--- src/rtl/mem_port_arbiter_if.sv ---
// AXI4-lite channel bundle shared by the arbiter's requester and memory ports.
interface axi4lite #(
  parameter int unsigned AW = 32,
  parameter int unsigned DW = 32
);
  logic          awvalid;
  logic          awready;
  logic [AW-1:0] awaddr;
  logic [2:0]    awprot;
  logic          wvalid;
  logic          wready;
  logic [DW-1:0] wdata;
  logic [DW/8-1:0] wstrb;
  logic          bvalid;
  logic          bready;
  logic [1:0]    bresp;
  logic          arvalid;
  logic          arready;
  logic [AW-1:0] araddr;
  logic [2:0]    arprot;
  logic          rvalid;
  logic          rready;
  logic [DW-1:0] rdata;
  logic [1:0]    rresp;

  modport master (
    output awvalid, awaddr, awprot, wvalid, wdata, wstrb, bready,
           arvalid, araddr, arprot, rready,
    input  awready, wready, bvalid, bresp, arready, rvalid, rdata, rresp
  );

  modport slave (
    input  awvalid, awaddr, awprot, wvalid, wdata, wstrb, bready,
           arvalid, araddr, arprot, rready,
    output awready, wready, bvalid, bresp, arready, rvalid, rdata, rresp
  );
endinterface

--- src/rtl/mem_port_arbiter.sv ---
// Two-master AXI4-lite arbiter (fetch read-only, data read/write) onto one memory port.
// Optional performance counters are built when ARB_PERF_EN is defined.
module mem_port_arbiter #(
  parameter int unsigned STARVE_LIMIT = 4,
  parameter int unsigned PERF_CNT_W   = 32
) (
  input  logic    clk,
  input  logic    rst,
  axi4lite.slave  ifetch_port,
  axi4lite.slave  data_port,
  axi4lite.master mem_port,
  output logic    busy
`ifdef ARB_PERF_EN
  ,
  output logic [PERF_CNT_W-1:0] perf_fetch_grants,
  output logic [PERF_CNT_W-1:0] perf_data_grants,
  output logic [PERF_CNT_W-1:0] perf_fetch_stall_cycles
`endif
);

  localparam int unsigned   SW    = $clog2(STARVE_LIMIT + 1);
  localparam logic [SW-1:0] LIMIT = SW'(STARVE_LIMIT);

  typedef enum logic [2:0] {IDLE, RD_ADDR, RD_RESP, WR_ADDR, WR_RESP} state_e;
  typedef enum logic {OWN_FETCH, OWN_DATA} owner_e;

  state_e        state_q, state_d;
  owner_e        owner_q, owner_d;
  logic [SW-1:0] starve_q, starve_d;
  logic          aw_done_q, aw_done_d;
  logic          w_done_q, w_done_d;

  logic f_req, dr_req, dw_req;
  logic fetch_grant, data_grant;
  logic ar_fire, r_fire, aw_fire, w_fire, b_fire;

  assign f_req  = ifetch_port.arvalid;
  assign dr_req = data_port.arvalid;
  assign dw_req = data_port.awvalid | data_port.wvalid;
  assign busy   = (state_q != IDLE);

  logic unused_fetch_wr;
  assign unused_fetch_wr = ^{ifetch_port.awvalid, ifetch_port.awaddr, ifetch_port.awprot,
                             ifetch_port.wvalid, ifetch_port.wdata, ifetch_port.wstrb,
                             ifetch_port.bready};

  always_ff @(posedge clk or posedge rst) begin
    if (rst) begin
      state_q   <= IDLE;
      owner_q   <= OWN_FETCH;
      starve_q  <= '0;
      aw_done_q <= 1'b0;
      w_done_q  <= 1'b0;
    end else begin
      state_q   <= state_d;
      owner_q   <= owner_d;
      starve_q  <= starve_d;
      aw_done_q <= aw_done_d;
      w_done_q  <= w_done_d;
    end
  end

  always_comb begin
    state_d     = state_q;
    owner_d     = owner_q;
    starve_d    = starve_q;
    aw_done_d   = aw_done_q;
    w_done_d    = w_done_q;
    fetch_grant = 1'b0;
    data_grant  = 1'b0;
    ar_fire     = 1'b0;
    r_fire      = 1'b0;
    aw_fire     = 1'b0;
    w_fire      = 1'b0;
    b_fire      = 1'b0;

    mem_port.awvalid = 1'b0;
    mem_port.awaddr  = '0;
    mem_port.awprot  = '0;
    mem_port.wvalid  = 1'b0;
    mem_port.wdata   = '0;
    mem_port.wstrb   = '0;
    mem_port.bready  = 1'b0;
    mem_port.arvalid = 1'b0;
    mem_port.araddr  = '0;
    mem_port.arprot  = '0;
    mem_port.rready  = 1'b0;

    ifetch_port.awready = 1'b0;
    ifetch_port.wready  = 1'b0;
    ifetch_port.bvalid  = 1'b0;
    ifetch_port.bresp   = '0;
    ifetch_port.arready = 1'b0;
    ifetch_port.rvalid  = 1'b0;
    ifetch_port.rdata   = '0;
    ifetch_port.rresp   = '0;

    data_port.awready = 1'b0;
    data_port.wready  = 1'b0;
    data_port.bvalid  = 1'b0;
    data_port.bresp   = '0;
    data_port.arready = 1'b0;
    data_port.rvalid  = 1'b0;
    data_port.rdata   = '0;
    data_port.rresp   = '0;

    unique case (state_q)
      IDLE: begin
        // Starved fetch outranks even a pending data write.
        if (f_req && (starve_q == LIMIT)) begin
          fetch_grant = 1'b1;
        end else if (dw_req) begin
          data_grant = 1'b1;
          state_d    = WR_ADDR;
        end else if (dr_req) begin
          data_grant = 1'b1;
          state_d    = RD_ADDR;
        end else if (f_req) begin
          fetch_grant = 1'b1;
        end
        if (fetch_grant) begin
          owner_d  = OWN_FETCH;
          state_d  = RD_ADDR;
          starve_d = '0;
        end
        if (data_grant) begin
          owner_d  = OWN_DATA;
          starve_d = !f_req ? '0 : (starve_q == LIMIT) ? starve_q : starve_q + 1'b1;
        end
      end

      RD_ADDR: begin
        if (owner_q == OWN_FETCH) begin
          mem_port.arvalid    = ifetch_port.arvalid;
          mem_port.araddr     = ifetch_port.araddr;
          mem_port.arprot     = ifetch_port.arprot;
          ifetch_port.arready = mem_port.arready;
          ar_fire             = ifetch_port.arvalid & mem_port.arready;
        end else begin
          mem_port.arvalid  = data_port.arvalid;
          mem_port.araddr   = data_port.araddr;
          mem_port.arprot   = data_port.arprot;
          data_port.arready = mem_port.arready;
          ar_fire           = data_port.arvalid & mem_port.arready;
        end
        if (ar_fire) state_d = RD_RESP;
      end

      RD_RESP: begin
        if (owner_q == OWN_FETCH) begin
          ifetch_port.rvalid = mem_port.rvalid;
          ifetch_port.rdata  = mem_port.rdata;
          ifetch_port.rresp  = mem_port.rresp;
          mem_port.rready    = ifetch_port.rready;
          r_fire             = mem_port.rvalid & ifetch_port.rready;
        end else begin
          data_port.rvalid = mem_port.rvalid;
          data_port.rdata  = mem_port.rdata;
          data_port.rresp  = mem_port.rresp;
          mem_port.rready  = data_port.rready;
          r_fire           = mem_port.rvalid & data_port.rready;
        end
        if (r_fire) state_d = IDLE;
      end

      WR_ADDR: begin
        // AW and W complete independently; a finished channel stops presenting valid.
        mem_port.awvalid  = data_port.awvalid & ~aw_done_q;
        mem_port.awaddr   = data_port.awaddr;
        mem_port.awprot   = data_port.awprot;
        data_port.awready = mem_port.awready & ~aw_done_q;
        mem_port.wvalid   = data_port.wvalid & ~w_done_q;
        mem_port.wdata    = data_port.wdata;
        mem_port.wstrb    = data_port.wstrb;
        data_port.wready  = mem_port.wready & ~w_done_q;
        aw_fire   = data_port.awvalid & ~aw_done_q & mem_port.awready;
        w_fire    = data_port.wvalid & ~w_done_q & mem_port.wready;
        aw_done_d = aw_done_q | aw_fire;
        w_done_d  = w_done_q | w_fire;
        if (aw_done_d && w_done_d) state_d = WR_RESP;
      end

      WR_RESP: begin
        data_port.bvalid = mem_port.bvalid;
        data_port.bresp  = mem_port.bresp;
        mem_port.bready  = data_port.bready;
        b_fire           = mem_port.bvalid & data_port.bready;
        if (b_fire) begin
          state_d   = IDLE;
          aw_done_d = 1'b0;
          w_done_d  = 1'b0;
        end
      end

      default: state_d = IDLE;
    endcase
  end

`ifdef ARB_PERF_EN
  logic [PERF_CNT_W-1:0] fetch_grants_q, data_grants_q, fetch_stall_q;
  logic                  fetch_stall;

  assign fetch_stall = ifetch_port.arvalid & ~((state_q != IDLE) && (owner_q == OWN_FETCH));

  always_ff @(posedge clk or posedge rst) begin
    if (rst) begin
      fetch_grants_q <= '0;
      data_grants_q  <= '0;
      fetch_stall_q  <= '0;
    end else begin
      if (fetch_grant && (fetch_grants_q != '1)) fetch_grants_q <= fetch_grants_q + 1'b1;
      if (data_grant && (data_grants_q != '1))   data_grants_q  <= data_grants_q + 1'b1;
      if (fetch_stall && (fetch_stall_q != '1))  fetch_stall_q  <= fetch_stall_q + 1'b1;
    end
  end

  assign perf_fetch_grants       = fetch_grants_q;
  assign perf_data_grants        = data_grants_q;
  assign perf_fetch_stall_cycles = fetch_stall_q;
`else
  logic [PERF_CNT_W-1:0] unused_perf_w;
  assign unused_perf_w = '0;
`endif

endmodule

--- src/flat_wrapper.sv ---
// flat-port wrapper written by rule: the top's interface ports become plain ports
module mem_port_arbiter_flat 
#(
  parameter int unsigned STARVE_LIMIT = 4,
  parameter int unsigned PERF_CNT_W   = 32
)
  (clk, rst, busy, ifetch_port_awvalid, ifetch_port_awaddr, ifetch_port_awprot, ifetch_port_wvalid, ifetch_port_wdata, ifetch_port_wstrb, ifetch_port_bready, ifetch_port_arvalid, ifetch_port_araddr, ifetch_port_arprot, ifetch_port_rready, ifetch_port_awready, ifetch_port_wready, ifetch_port_bvalid, ifetch_port_bresp, ifetch_port_arready, ifetch_port_rvalid, ifetch_port_rdata, ifetch_port_rresp, data_port_awvalid, data_port_awaddr, data_port_awprot, data_port_wvalid, data_port_wdata, data_port_wstrb, data_port_bready, data_port_arvalid, data_port_araddr, data_port_arprot, data_port_rready, data_port_awready, data_port_wready, data_port_bvalid, data_port_bresp, data_port_arready, data_port_rvalid, data_port_rdata, data_port_rresp, mem_port_awvalid, mem_port_awaddr, mem_port_awprot, mem_port_wvalid, mem_port_wdata, mem_port_wstrb, mem_port_bready, mem_port_arvalid, mem_port_araddr, mem_port_arprot, mem_port_rready, mem_port_awready, mem_port_wready, mem_port_bvalid, mem_port_bresp, mem_port_arready, mem_port_rvalid, mem_port_rdata, mem_port_rresp);
  axi4lite ifetch_port_i ();
  axi4lite data_port_i ();
  axi4lite mem_port_i ();
  input  logic clk;
  input  logic rst;
  output logic busy;
  input wire logic [$bits(ifetch_port_i.awvalid)-1:0] ifetch_port_awvalid;
  input wire logic [$bits(ifetch_port_i.awaddr)-1:0] ifetch_port_awaddr;
  input wire logic [$bits(ifetch_port_i.awprot)-1:0] ifetch_port_awprot;
  input wire logic [$bits(ifetch_port_i.wvalid)-1:0] ifetch_port_wvalid;
  input wire logic [$bits(ifetch_port_i.wdata)-1:0] ifetch_port_wdata;
  input wire logic [$bits(ifetch_port_i.wstrb)-1:0] ifetch_port_wstrb;
  input wire logic [$bits(ifetch_port_i.bready)-1:0] ifetch_port_bready;
  input wire logic [$bits(ifetch_port_i.arvalid)-1:0] ifetch_port_arvalid;
  input wire logic [$bits(ifetch_port_i.araddr)-1:0] ifetch_port_araddr;
  input wire logic [$bits(ifetch_port_i.arprot)-1:0] ifetch_port_arprot;
  input wire logic [$bits(ifetch_port_i.rready)-1:0] ifetch_port_rready;
  output wire logic [$bits(ifetch_port_i.awready)-1:0] ifetch_port_awready;
  output wire logic [$bits(ifetch_port_i.wready)-1:0] ifetch_port_wready;
  output wire logic [$bits(ifetch_port_i.bvalid)-1:0] ifetch_port_bvalid;
  output wire logic [$bits(ifetch_port_i.bresp)-1:0] ifetch_port_bresp;
  output wire logic [$bits(ifetch_port_i.arready)-1:0] ifetch_port_arready;
  output wire logic [$bits(ifetch_port_i.rvalid)-1:0] ifetch_port_rvalid;
  output wire logic [$bits(ifetch_port_i.rdata)-1:0] ifetch_port_rdata;
  output wire logic [$bits(ifetch_port_i.rresp)-1:0] ifetch_port_rresp;
  input wire logic [$bits(data_port_i.awvalid)-1:0] data_port_awvalid;
  input wire logic [$bits(data_port_i.awaddr)-1:0] data_port_awaddr;
  input wire logic [$bits(data_port_i.awprot)-1:0] data_port_awprot;
  input wire logic [$bits(data_port_i.wvalid)-1:0] data_port_wvalid;
  input wire logic [$bits(data_port_i.wdata)-1:0] data_port_wdata;
  input wire logic [$bits(data_port_i.wstrb)-1:0] data_port_wstrb;
  input wire logic [$bits(data_port_i.bready)-1:0] data_port_bready;
  input wire logic [$bits(data_port_i.arvalid)-1:0] data_port_arvalid;
  input wire logic [$bits(data_port_i.araddr)-1:0] data_port_araddr;
  input wire logic [$bits(data_port_i.arprot)-1:0] data_port_arprot;
  input wire logic [$bits(data_port_i.rready)-1:0] data_port_rready;
  output wire logic [$bits(data_port_i.awready)-1:0] data_port_awready;
  output wire logic [$bits(data_port_i.wready)-1:0] data_port_wready;
  output wire logic [$bits(data_port_i.bvalid)-1:0] data_port_bvalid;
  output wire logic [$bits(data_port_i.bresp)-1:0] data_port_bresp;
  output wire logic [$bits(data_port_i.arready)-1:0] data_port_arready;
  output wire logic [$bits(data_port_i.rvalid)-1:0] data_port_rvalid;
  output wire logic [$bits(data_port_i.rdata)-1:0] data_port_rdata;
  output wire logic [$bits(data_port_i.rresp)-1:0] data_port_rresp;
  output wire logic [$bits(mem_port_i.awvalid)-1:0] mem_port_awvalid;
  output wire logic [$bits(mem_port_i.awaddr)-1:0] mem_port_awaddr;
  output wire logic [$bits(mem_port_i.awprot)-1:0] mem_port_awprot;
  output wire logic [$bits(mem_port_i.wvalid)-1:0] mem_port_wvalid;
  output wire logic [$bits(mem_port_i.wdata)-1:0] mem_port_wdata;
  output wire logic [$bits(mem_port_i.wstrb)-1:0] mem_port_wstrb;
  output wire logic [$bits(mem_port_i.bready)-1:0] mem_port_bready;
  output wire logic [$bits(mem_port_i.arvalid)-1:0] mem_port_arvalid;
  output wire logic [$bits(mem_port_i.araddr)-1:0] mem_port_araddr;
  output wire logic [$bits(mem_port_i.arprot)-1:0] mem_port_arprot;
  output wire logic [$bits(mem_port_i.rready)-1:0] mem_port_rready;
  input wire logic [$bits(mem_port_i.awready)-1:0] mem_port_awready;
  input wire logic [$bits(mem_port_i.wready)-1:0] mem_port_wready;
  input wire logic [$bits(mem_port_i.bvalid)-1:0] mem_port_bvalid;
  input wire logic [$bits(mem_port_i.bresp)-1:0] mem_port_bresp;
  input wire logic [$bits(mem_port_i.arready)-1:0] mem_port_arready;
  input wire logic [$bits(mem_port_i.rvalid)-1:0] mem_port_rvalid;
  input wire logic [$bits(mem_port_i.rdata)-1:0] mem_port_rdata;
  input wire logic [$bits(mem_port_i.rresp)-1:0] mem_port_rresp;
  assign ifetch_port_i.awvalid = ifetch_port_awvalid;
  assign ifetch_port_i.awaddr = ifetch_port_awaddr;
  assign ifetch_port_i.awprot = ifetch_port_awprot;
  assign ifetch_port_i.wvalid = ifetch_port_wvalid;
  assign ifetch_port_i.wdata = ifetch_port_wdata;
  assign ifetch_port_i.wstrb = ifetch_port_wstrb;
  assign ifetch_port_i.bready = ifetch_port_bready;
  assign ifetch_port_i.arvalid = ifetch_port_arvalid;
  assign ifetch_port_i.araddr = ifetch_port_araddr;
  assign ifetch_port_i.arprot = ifetch_port_arprot;
  assign ifetch_port_i.rready = ifetch_port_rready;
  assign ifetch_port_awready = ifetch_port_i.awready;
  assign ifetch_port_wready = ifetch_port_i.wready;
  assign ifetch_port_bvalid = ifetch_port_i.bvalid;
  assign ifetch_port_bresp = ifetch_port_i.bresp;
  assign ifetch_port_arready = ifetch_port_i.arready;
  assign ifetch_port_rvalid = ifetch_port_i.rvalid;
  assign ifetch_port_rdata = ifetch_port_i.rdata;
  assign ifetch_port_rresp = ifetch_port_i.rresp;
  assign data_port_i.awvalid = data_port_awvalid;
  assign data_port_i.awaddr = data_port_awaddr;
  assign data_port_i.awprot = data_port_awprot;
  assign data_port_i.wvalid = data_port_wvalid;
  assign data_port_i.wdata = data_port_wdata;
  assign data_port_i.wstrb = data_port_wstrb;
  assign data_port_i.bready = data_port_bready;
  assign data_port_i.arvalid = data_port_arvalid;
  assign data_port_i.araddr = data_port_araddr;
  assign data_port_i.arprot = data_port_arprot;
  assign data_port_i.rready = data_port_rready;
  assign data_port_awready = data_port_i.awready;
  assign data_port_wready = data_port_i.wready;
  assign data_port_bvalid = data_port_i.bvalid;
  assign data_port_bresp = data_port_i.bresp;
  assign data_port_arready = data_port_i.arready;
  assign data_port_rvalid = data_port_i.rvalid;
  assign data_port_rdata = data_port_i.rdata;
  assign data_port_rresp = data_port_i.rresp;
  assign mem_port_awvalid = mem_port_i.awvalid;
  assign mem_port_awaddr = mem_port_i.awaddr;
  assign mem_port_awprot = mem_port_i.awprot;
  assign mem_port_wvalid = mem_port_i.wvalid;
  assign mem_port_wdata = mem_port_i.wdata;
  assign mem_port_wstrb = mem_port_i.wstrb;
  assign mem_port_bready = mem_port_i.bready;
  assign mem_port_arvalid = mem_port_i.arvalid;
  assign mem_port_araddr = mem_port_i.araddr;
  assign mem_port_arprot = mem_port_i.arprot;
  assign mem_port_rready = mem_port_i.rready;
  assign mem_port_i.awready = mem_port_awready;
  assign mem_port_i.wready = mem_port_wready;
  assign mem_port_i.bvalid = mem_port_bvalid;
  assign mem_port_i.bresp = mem_port_bresp;
  assign mem_port_i.arready = mem_port_arready;
  assign mem_port_i.rvalid = mem_port_rvalid;
  assign mem_port_i.rdata = mem_port_rdata;
  assign mem_port_i.rresp = mem_port_rresp;
  mem_port_arbiter #(.STARVE_LIMIT(STARVE_LIMIT), .PERF_CNT_W(PERF_CNT_W)) u_core (.clk(clk), .rst(rst), .ifetch_port(ifetch_port_i), .data_port(data_port_i), .mem_port(mem_port_i), .busy(busy));
endmodule
--- config.mk ---
export PLATFORM = sky130hd
export DESIGN_NAME = mem_port_arbiter_flat
export DESIGN_NICKNAME = d
export VERILOG_FILES = /design/src/rtl/mem_port_arbiter_if.sv /design/src/rtl/mem_port_arbiter.sv /design/src/flat_wrapper.sv
export SDC_FILE = /design/constraint.sdc
export NUM_CORES = 1
export LEC_CHECK = 0
export ABC_AREA = 1
export CAP_MARGIN = 30
export CORE_AREA = 2 2 179 181
export CTS_CLUSTER_DIAMETER = 120
export CTS_CLUSTER_SIZE = 25
export DETAILED_ROUTE_END_ITERATION = 7
export DIE_AREA = 0 0 181 183
export GPL_TIMING_DRIVEN = 1
export MAX_ROUTING_LAYER = met4
export SLEW_MARGIN = 10
export SYNTH_ARGS = -nofsm -noshare
export SYNTH_HDL_FRONTEND = slang
export SYNTH_SLANG_ARGS = --single-unit
--- constraint.sdc ---
create_clock -name clk -period 3.21 [get_ports clk]
set_input_delay 0.642 -clock clk [delete_from_list [all_inputs] [get_ports clk]]
set_output_delay 0.642 -clock clk [all_outputs]
set_load 0.03 [all_outputs]
==> results of run 1 <==
## layout by cell type, fill, tap and decap left out, types with 3 or more instances in the layout
cell type,n
sky130_fd_sc_hd__clkbuf_16,3
sky130_fd_sc_hd__a21oi_1,36
sky130_fd_sc_hd__nor2_1,111
sky130_fd_sc_hd__nor3_1,3
sky130_fd_sc_hd__conb_1,5
sky130_fd_sc_hd__nand2_2,5
sky130_fd_sc_hd__buf_4,47
sky130_fd_sc_hd__nand3_1,8
sky130_fd_sc_hd__inv_1,123
sky130_fd_sc_hd__nand2_1,101
sky130_fd_sc_hd__clkdlybuf4s50_1,333
sky130_fd_sc_hd__dfrtp_1,9
sky130_fd_sc_hd__inv_2,3
sky130_fd_sc_hd__buf_12,8
sky130_fd_sc_hd__nor2_4,41
sky130_fd_sc_hd__o21ai_0,7
## cell type report
cell class | instances | area, um^2 | share of cell area
diodes | 2 | 5.005 | 0.0007334
clock buffers | 4 | 78.83 | 0.01155
inverters | 127 | 479.2 | 0.07022
multi-input cells | 330 | 1687 | 0.2472
flip-flops and latches | 9 | 225.2 | 0.03300
well taps | 402 | 503.0 | 0.07371
repair buffers | 388 | 3846 | 0.5636
## critical path: cells and delay by family, from the launching register on
kind | cells | cell delay [ps]
and+or+nand+nor | 2 | 400
buffers and inverters | 2 | 1000
DFF | 1 | 460
AOI/OAI and AO/OA | 1 | 140
## worst paths after layout
path / startpoint / to / slack (ps) / depth (start not counted)
setup / recovery: u_core.state_q[2] / mem_port_araddr[9] / 310 / 5
hold / removal: u_core.starve_q[0] / u_core.starve_q[0] / 550 / 1
setup reg to reg: u_core.owner_q / u_core.state_q[1] / 1690 / 8
hold reg to reg: u_core.starve_q[0] / u_core.starve_q[0] / 550 / 1
max in group asynchronous: rst / u_core.state_q[2] / 2250 / 2
min in group asynchronous: rst / u_core.state_q[0] / 680 / 2
## stage by stage
step | setup WS [ps] | cell area [um^2] | instances | hold slack, ps | utilization
floorplan | 1069 | 2623 | 497 | 469.9 | -
global placement | 443.8 | 6740 | 1256 | 512.5 | 0.2158
detailed placement | 399.3 | 6740 | 1256 | 531.6 | 0.2158
CTS | 281.3 | 6819 | 1260 | 543.0 | 0.2183
global route | 147.7 | 6824 | 1262 | 568.8 | 0.2185
finish | 314.0 | 6824 | 1262 | 548.8 | 0.2185
## state kept, by name, summed over array words and instances (netlist names)
name / count
u_core.starve_q: 3
u_core.owner_q: 1
u_core.aw_done_q: 1
u_core.state_q: 3
u_core.w_done_q: 1
## per-layer routing
layer,global-route usage,up-vias
met1,0.08157,1792
met5,-,-
li1,-,2123
met3,0.02065,6
met2,0.1545,246
met4,0.007480,0
## report_power, final
group	internal (mW)	switching, mW	total, mW
combinational	1.57	2.57	4.14
sequential	0.168	0.0539	0.222
clock	0.166	0.0587	0.225
## logic make-up (layout without fill, tap and decap cells)
family          count (synthesis)  after routing
flops                           9              9
fa+ha+maj                       2              2
compound gates                 47             47
simple gates                  275            275
xor+xnor                        1              1
buf+inv                       158            519
other cells                     1              7
==> summary.md, run 1 <==
| Metric | Value |
|---|---|
| Result of the run | completed |
| Post-synthesis sequential area ratio | 0.08637 |
| Synth warn | 0 |
| Worst-Margin Slew | approximately 620 ps |
| Number of distinct library cells after synthesis | 27 |
| Kind of start point of the critical path | flop |
| Highest achievable clock rate | 345.3 MHz |
| Initial drt markers | 77 |
| Final clock period utilization by the worst path | 0.9022 |
| Top-level I/O count | about 460 |
| ANT nets after route | 0 |
| Summed instance area of the synthesized netlist | around 2600 um^2 |
| Cell taking the most area after synthesis | sky130_fd_sc_hd__inv_1 |
| Post-Synth Adder-Cell Area | 0.009597 |
| Simple-gate portion of the synthesized area | 0.5336 |
| Slew headroom | 0.5823 |
| Area of the core region | roughly 31000 um^2 |
| Crit end category | output port |
| Number of buffers added to fix hold violations after cts | 0 |
| Detail Placement HPWL | ~12000 um |
| Total vias in the final route | roughly 4200 |
| Resized Gates After CTS | 0 |
| DRC violation count after routing | 0 |
| Data arrival time of the critical path | 2250 ps |
| Largest family of logic cells by synthesized area | simple AND/OR/NAND/NOR gates |
| # clock sinks | 9 |
| Syn Inst Count | between 400 and 500 |
| Setup TNS | 0 ps |
| Maximum fanout count along the critical path | 25 |
| Maxcap violations | 0 |
| Fraction of registers with async set or reset after synthesis | 1.000 |
| Fraction of final layout cells sized beyond drive strength 1 | 0.1305 |
| Post-CTS setup buffer count | 0 |
| Final Routed Wirelength | ~14000 um |
| Later-pin clock latency in the skew report | between 200 and 250 ps |
| Number of vias per cell | ~3.3 |
| Routed wl met2 | approximately 7000 um |
| Top cells by count, synth | 123 x sky130_fd_sc_hd__inv_1, 111 x sky130_fd_sc_hd__nor2_1, 101 x sky130_fd_sc_hd__nand2_1, 41 x sky130_fd_sc_hd__nor2_4, 36 x sky130_fd_sc_hd__a21oi_1 |
| Number of CTS-inserted buffers | 3 |
| Worst supply voltage drop on vdd | 0.3214 mV |
| Area Growth Syn to Fin | 161.7% |
| Buffer type at the clock tree root | sky130_fd_sc_hd__clkbuf_16 |
| Highest routing layer actually used | met4 |
| # port buffers | between 300 and 400 |
| Slowest stage cell on the critical path | sky130_fd_sc_hd__clkdlybuf4s50_1 |
| Die extent in x | roughly 180 um |
| Number of nets in the layout | around 1100 |
| Maximum number of buffers from clock root to sink | 2 |
| Post-synthesis average cell area | 5.289 um^2 |
| Most area-consuming cells after synthesis | sky130_fd_sc_hd__inv_1 18%, sky130_fd_sc_hd__nor2_4 18%, sky130_fd_sc_hd__nor2_1 16%, sky130_fd_sc_hd__nand2_1 15%, sky130_fd_sc_hd__dfrtp_1 8.6% |
| Routability Congestion | approximately 0.7 |
| Initial Utilization | 0.08349 |
| Setup repair after global routing missed its margin | false |
| Most frequently used cell type in the post-synthesis netlist | sky130_fd_sc_hd__inv_1 |
| Overall power consumption | 4.589 mW |
| Largest stage delay on the critical path | 700 ps |
| Global-route wire length before repair | between 20000 and 25000 um |
| Amount of wire on met3 after detailed routing | approximately 1200 um |
| CTS H-Tree Depth | 1 |
| Routed wire length per instance | 10.90 um |
| Pre-Repair DR Iteration Count | 4 |
| Number of global-route vias before repair | between 4000 and 5000 |
| Power per unit of standard cell area | 672.5 nW/um^2 |
| Residual overflow from global routing | 0 |
| Shortest period the worst path allows | between 2000 and 3000 ps |
| Worst clock skew | 2.048 ps |
| Worst Path Class, Setup | flop to output port |
| Fill cell count | ~3500 |
| Number of synthesized flops with an enable pin | 0 |
| Proportion of synthesized area in mux cells | 0 |
| Share of the synthesized netlist area taken by xor and xnor gates | 0.003359 |
| Overall track demand over capacity in global routing | 0.07891 |
| Routed met1 length | approximately 5400 um |
| Most used flip-flop cell after synthesis | sky130_fd_sc_hd__dfrtp_1 |
| Share of the synthesized area in the top cell type | 0.1771 |
| DIE AREA | roughly 33000 um^2 |
| Number of flip-flops and latches in the synthesized netlist | 9 |
| Classification of the worst-slack hold path | flop to flop |
| Final Setup Violations | 0 |
| Leakage power of the design | 3.100 nW |
| Synthesized-area fraction occupied by ao, oa, aoi and oai cells | 0.09309 |
| TritonCTS clock tree | done |
| Initial antenna violation count | 2 |
| Clock transition at the registers of the reported paths | about 40 ps |
| Placement row count | 65 |
| Count of final max-slew check failures | 0 |
| Die height | between 150 and 200 um |
| CP required | 2570 ps |
| Pin count of the biggest net entering global routing | 40 |
| Chain of cells forming the critical path | nor2_2, nand2_2, buf_4, a21oi_1, clkdlybuf4s50_1 |
| Total count of hold-check failures in the final report | 0 |
(Power assumes the default switching activity.)
==> inputs of run 2 (changes only) <==
Settings changed: PLACE_DENSITY set to 0.46, SETUP_SLACK_MARGIN set to 0.15.
==> run 2 against run 1 <==
Combinational power about the same. Final area up 0.17%. Final cell count about the same. Critical path depth up 1. Worst hold slack worse by 25 ps. First-iteration DRC count up 38%. Via count down 1.1%. Largest power group unchanged.
==> summary.md, run 2 (synthesis gave the netlist of run 1 again) <==
| Metric | Value |
|---|---|
| DRC violation count after routing | 0 (unchanged) |
| Initial drt markers | 106 (was 77) |
| Number of global-route vias before repair | 4048 (was 4040) |
| Residual overflow from global routing | 0 (unchanged) |
| Worst-Margin Slew | 657.2 ps (was 624.3 ps) |
| Maximum number of buffers from clock root to sink | 2 (unchanged) |
| TritonCTS clock tree | done (unchanged) |
| Worst clock skew | 3.846 ps (was 2.048 ps) |
| Final clock period utilization by the worst path | 0.8969 (was 0.9022) |
| Crit end category | output port (unchanged) |
| Initial Utilization | 0.08349 (unchanged) |
| Maxcap violations | 0 (unchanged) |
| Data arrival time of the critical path | 2240 ps (was 2250 ps) |
| Clock share of power | 0.049 (about the same) |
| Total vias in the final route | 4120 (was 4167) |
| Kind of start point of the critical path | flop (unchanged) |
| Shortest period the worst path allows | 2879 ps (was 2896 ps) |
| Leakage power of the design | 3.118 nW (was 3.100 nW) |
| # clock sinks | 9 (unchanged) |
| Highest achievable clock rate | 347.3 MHz (was 345.3 MHz) |
| Resized Gates After CTS | 0 (unchanged) |
| ANT nets after route | 0 (unchanged) |
| # port buffers | 379 (unchanged) |
| Non-filler instance count after layout | 1263 (was 1262) |
| Result of the run | completed (unchanged) |
| Post-CTS setup buffer count | 0 (unchanged) |
| Combinational group share of total power | 0.903 (about the same) |
| Final Setup Violations | 0 (unchanged) |
| Core occupancy in the finished layout | 0.2189 (was 0.2185) |
| Worst Path Class, Setup | flop to output port (unchanged) |
| Setup repair after global routing missed its margin | false (unchanged) |
| Placement row count | 65 (unchanged) |
| Final Routed Wirelength | 14590 um (was 13760 um) |
| Antenna fix cells | 0 (was 2) |
| Design internal power | 1.921 mW (was 1.908 mW) |
| Overall track demand over capacity in global routing | 0.08326 (was 0.07891) |
| Setup TNS | 0 ps (unchanged) |
| Maximum fanout count along the critical path | 46 (was 25) |
| Worst supply voltage drop on vdd | 0.2492 mV (was 0.3214 mV) |
| Slew headroom | 0.5603 (was 0.5823) |
| Global-route wire length before repair | 21090 um (was 20380 um) |
| DIE AREA | 33120 um^2 (unchanged) |
| Power per unit of standard cell area | 675.7 nW/um^2 (was 672.5 nW/um^2) |
| Most common library cell in the layout ignoring fill and taps | sky130_fd_sc_hd__clkdlybuf4s50_1 (unchanged) |
| Reg power frac | 0.049 (was 0.048) |
| Number of buffers added to fix hold violations after cts | 0 (unchanged) |
| Switching pwr | 2.697 mW (was 2.681 mW) |
| Most frequent cells in the layout | 337 x sky130_fd_sc_hd__clkdlybuf4s50_1, 123 x sky130_fd_sc_hd__inv_1, 111 x sky130_fd_sc_hd__nor2_1, 101 x sky130_fd_sc_hd__nand2_1, 47 x sky130_fd_sc_hd__buf_4 (was 333 x sky130_fd_sc_hd__clkdlybuf4s50_1, 123 x sky130_fd_sc_hd__inv_1, 111 x sky130_fd_sc_hd__nor2_1, 101 x sky130_fd_sc_hd__nand2_1, 47 x sky130_fd_sc_hd__buf_4) |
| Pre-Repair DR Iteration Count | 4 (unchanged) |
| Routability Congestion | 0.7199 (was 0.7051) |
| Routed wire length per instance | 11.55 um (was 10.90 um) |
| Area Growth Syn to Fin | 162.1% (was 161.7%) |
| Classification of the worst-slack hold path | flop to flop (unchanged) |
| Later-pin clock latency in the skew report | 240 ps (about the same) |
| Total count of hold-check failures in the final report | 0 (unchanged) |
| Number of vias per cell | 3.262 (was 3.302) |
| Leading registers by flop count | u_core.starve_q (3), u_core.state_q (3) (unchanged) |
| Pin count of the biggest net entering global routing | 47 (was 40) |
| Number of CTS-inserted buffers | 3 (unchanged) |
| Count of final max-slew check failures | 0 (unchanged) |
| Initial antenna violation count | 0 (was 2) |
| Fraction of final layout cells sized beyond drive strength 1 | 0.1289 (was 0.1305) |
| Die height | 183 um (unchanged) |
| Buffer type at the clock tree root | sky130_fd_sc_hd__clkbuf_16 (unchanged) |
| Number of nets in the layout | 1129 (was 1126) |
| Top-level I/O count | 459 (unchanged) |
| Die extent in x | 181 um (unchanged) |
| CP required | 2570 ps (about the same) |
| Area of the core region | 31230 um^2 (unchanged) |
| Fraction of power spent switching nets | 0.5840 (was 0.5842) |
| Detail Placement HPWL | 12770 um (was 12200 um) |
| Overall power consumption | 4.618 mW (was 4.589 mW) |
| CTS H-Tree Depth | 1 (unchanged) |
| # placed instances | 1259 (was 1256) |
| Clock transition at the registers of the reported paths | 40 ps (about the same) |
-- run 2: metal layers --
metal | GRT usage | wire (um) | vias up
li1 | - | - | 2121
met1 | 0.09079 | 5906 | 1752
met2 | 0.1562 | 7372 | 243
met3 | 0.01608 | 1146 | 4
met4 | 0.01886 | 165 | 0
met5 | - | 0 | -
-- run 2: cell type report --
| cell class | instances | area [um^2] |
|---|---|---|
| clock buffers | 3 | 75.07 |
| clock inverters | 1 | 5.005 |
| fillers | 3540 | 24390 |
| inverters | 127 | 481.7 |
| multi-input cells | 330 | 1687 |
| flip-flops and latches | 9 | 225.2 |
| well taps | 402 | 503.0 |
| repair buffers | 391 | 3859 |
-- run 2: worst max-delay path, stage by stage, from the launching register on --
cell,delay [ps]
sky130_fd_sc_hd__dfrtp_1,450
sky130_fd_sc_hd__nand2_2,90
sky130_fd_sc_hd__nor2_4,200
sky130_fd_sc_hd__inv_6,190
sky130_fd_sc_hd__buf_12,250
sky130_fd_sc_hd__nor2_4,90
sky130_fd_sc_hd__clkdlybuf4s50_1,680
-- run 2: through the flow --
| stage | cell area (um^2) | hold slack, ps | worst slack [ps] |
|---|---|---|---|
| after floorplan | 2623 | 469.9 | 1069 |
| after global placement | 6750 | 516.7 | 430.4 |
| after detailed placement | 6750 | 522.8 | 442.1 |
| after CTS | 6830 | 526.2 | 206.0 |
| after global routing | 6835 | 537.2 | 175.6 |
| final | 6835 | 524.1 | 331.0 |
-- run 2: worst paths after layout --
check,startpoint,slack (ps),cells after the start,to
setup / recovery,u_core.state_q[0],330,6,mem_port_awprot[0]
hold / removal,u_core.starve_q[0],520,1,u_core.starve_q[0]
setup reg to reg,u_core.owner_q,1690,8,u_core.state_q[1]
hold reg to reg,u_core.starve_q[0],520,1,u_core.starve_q[0]
max in group asynchronous,rst,2170,2,u_core.state_q[2]
min in group asynchronous,rst,750,2,u_core.starve_q[2]
-- run 2: power groups by stage --
stage	clock, mW	sequential (mW)	combinational [mW]
6_report	0.225	0.224	4.17
5_1_grt	0.242	0.231	4.46
4_1_cts	0.234	0.224	4.23
3_5_place_dp	0	0.225	4.22
3_3_place_gp	0	0.226	4.24
2_1_floorplan	0	0.216	2.58
==> inputs of run 3 (changes only) <==
Settings changed: SLEW_MARGIN 10 to 20.
==> results of run 3 <==
Final layout, timing and power as in run 2 (identical DEF).
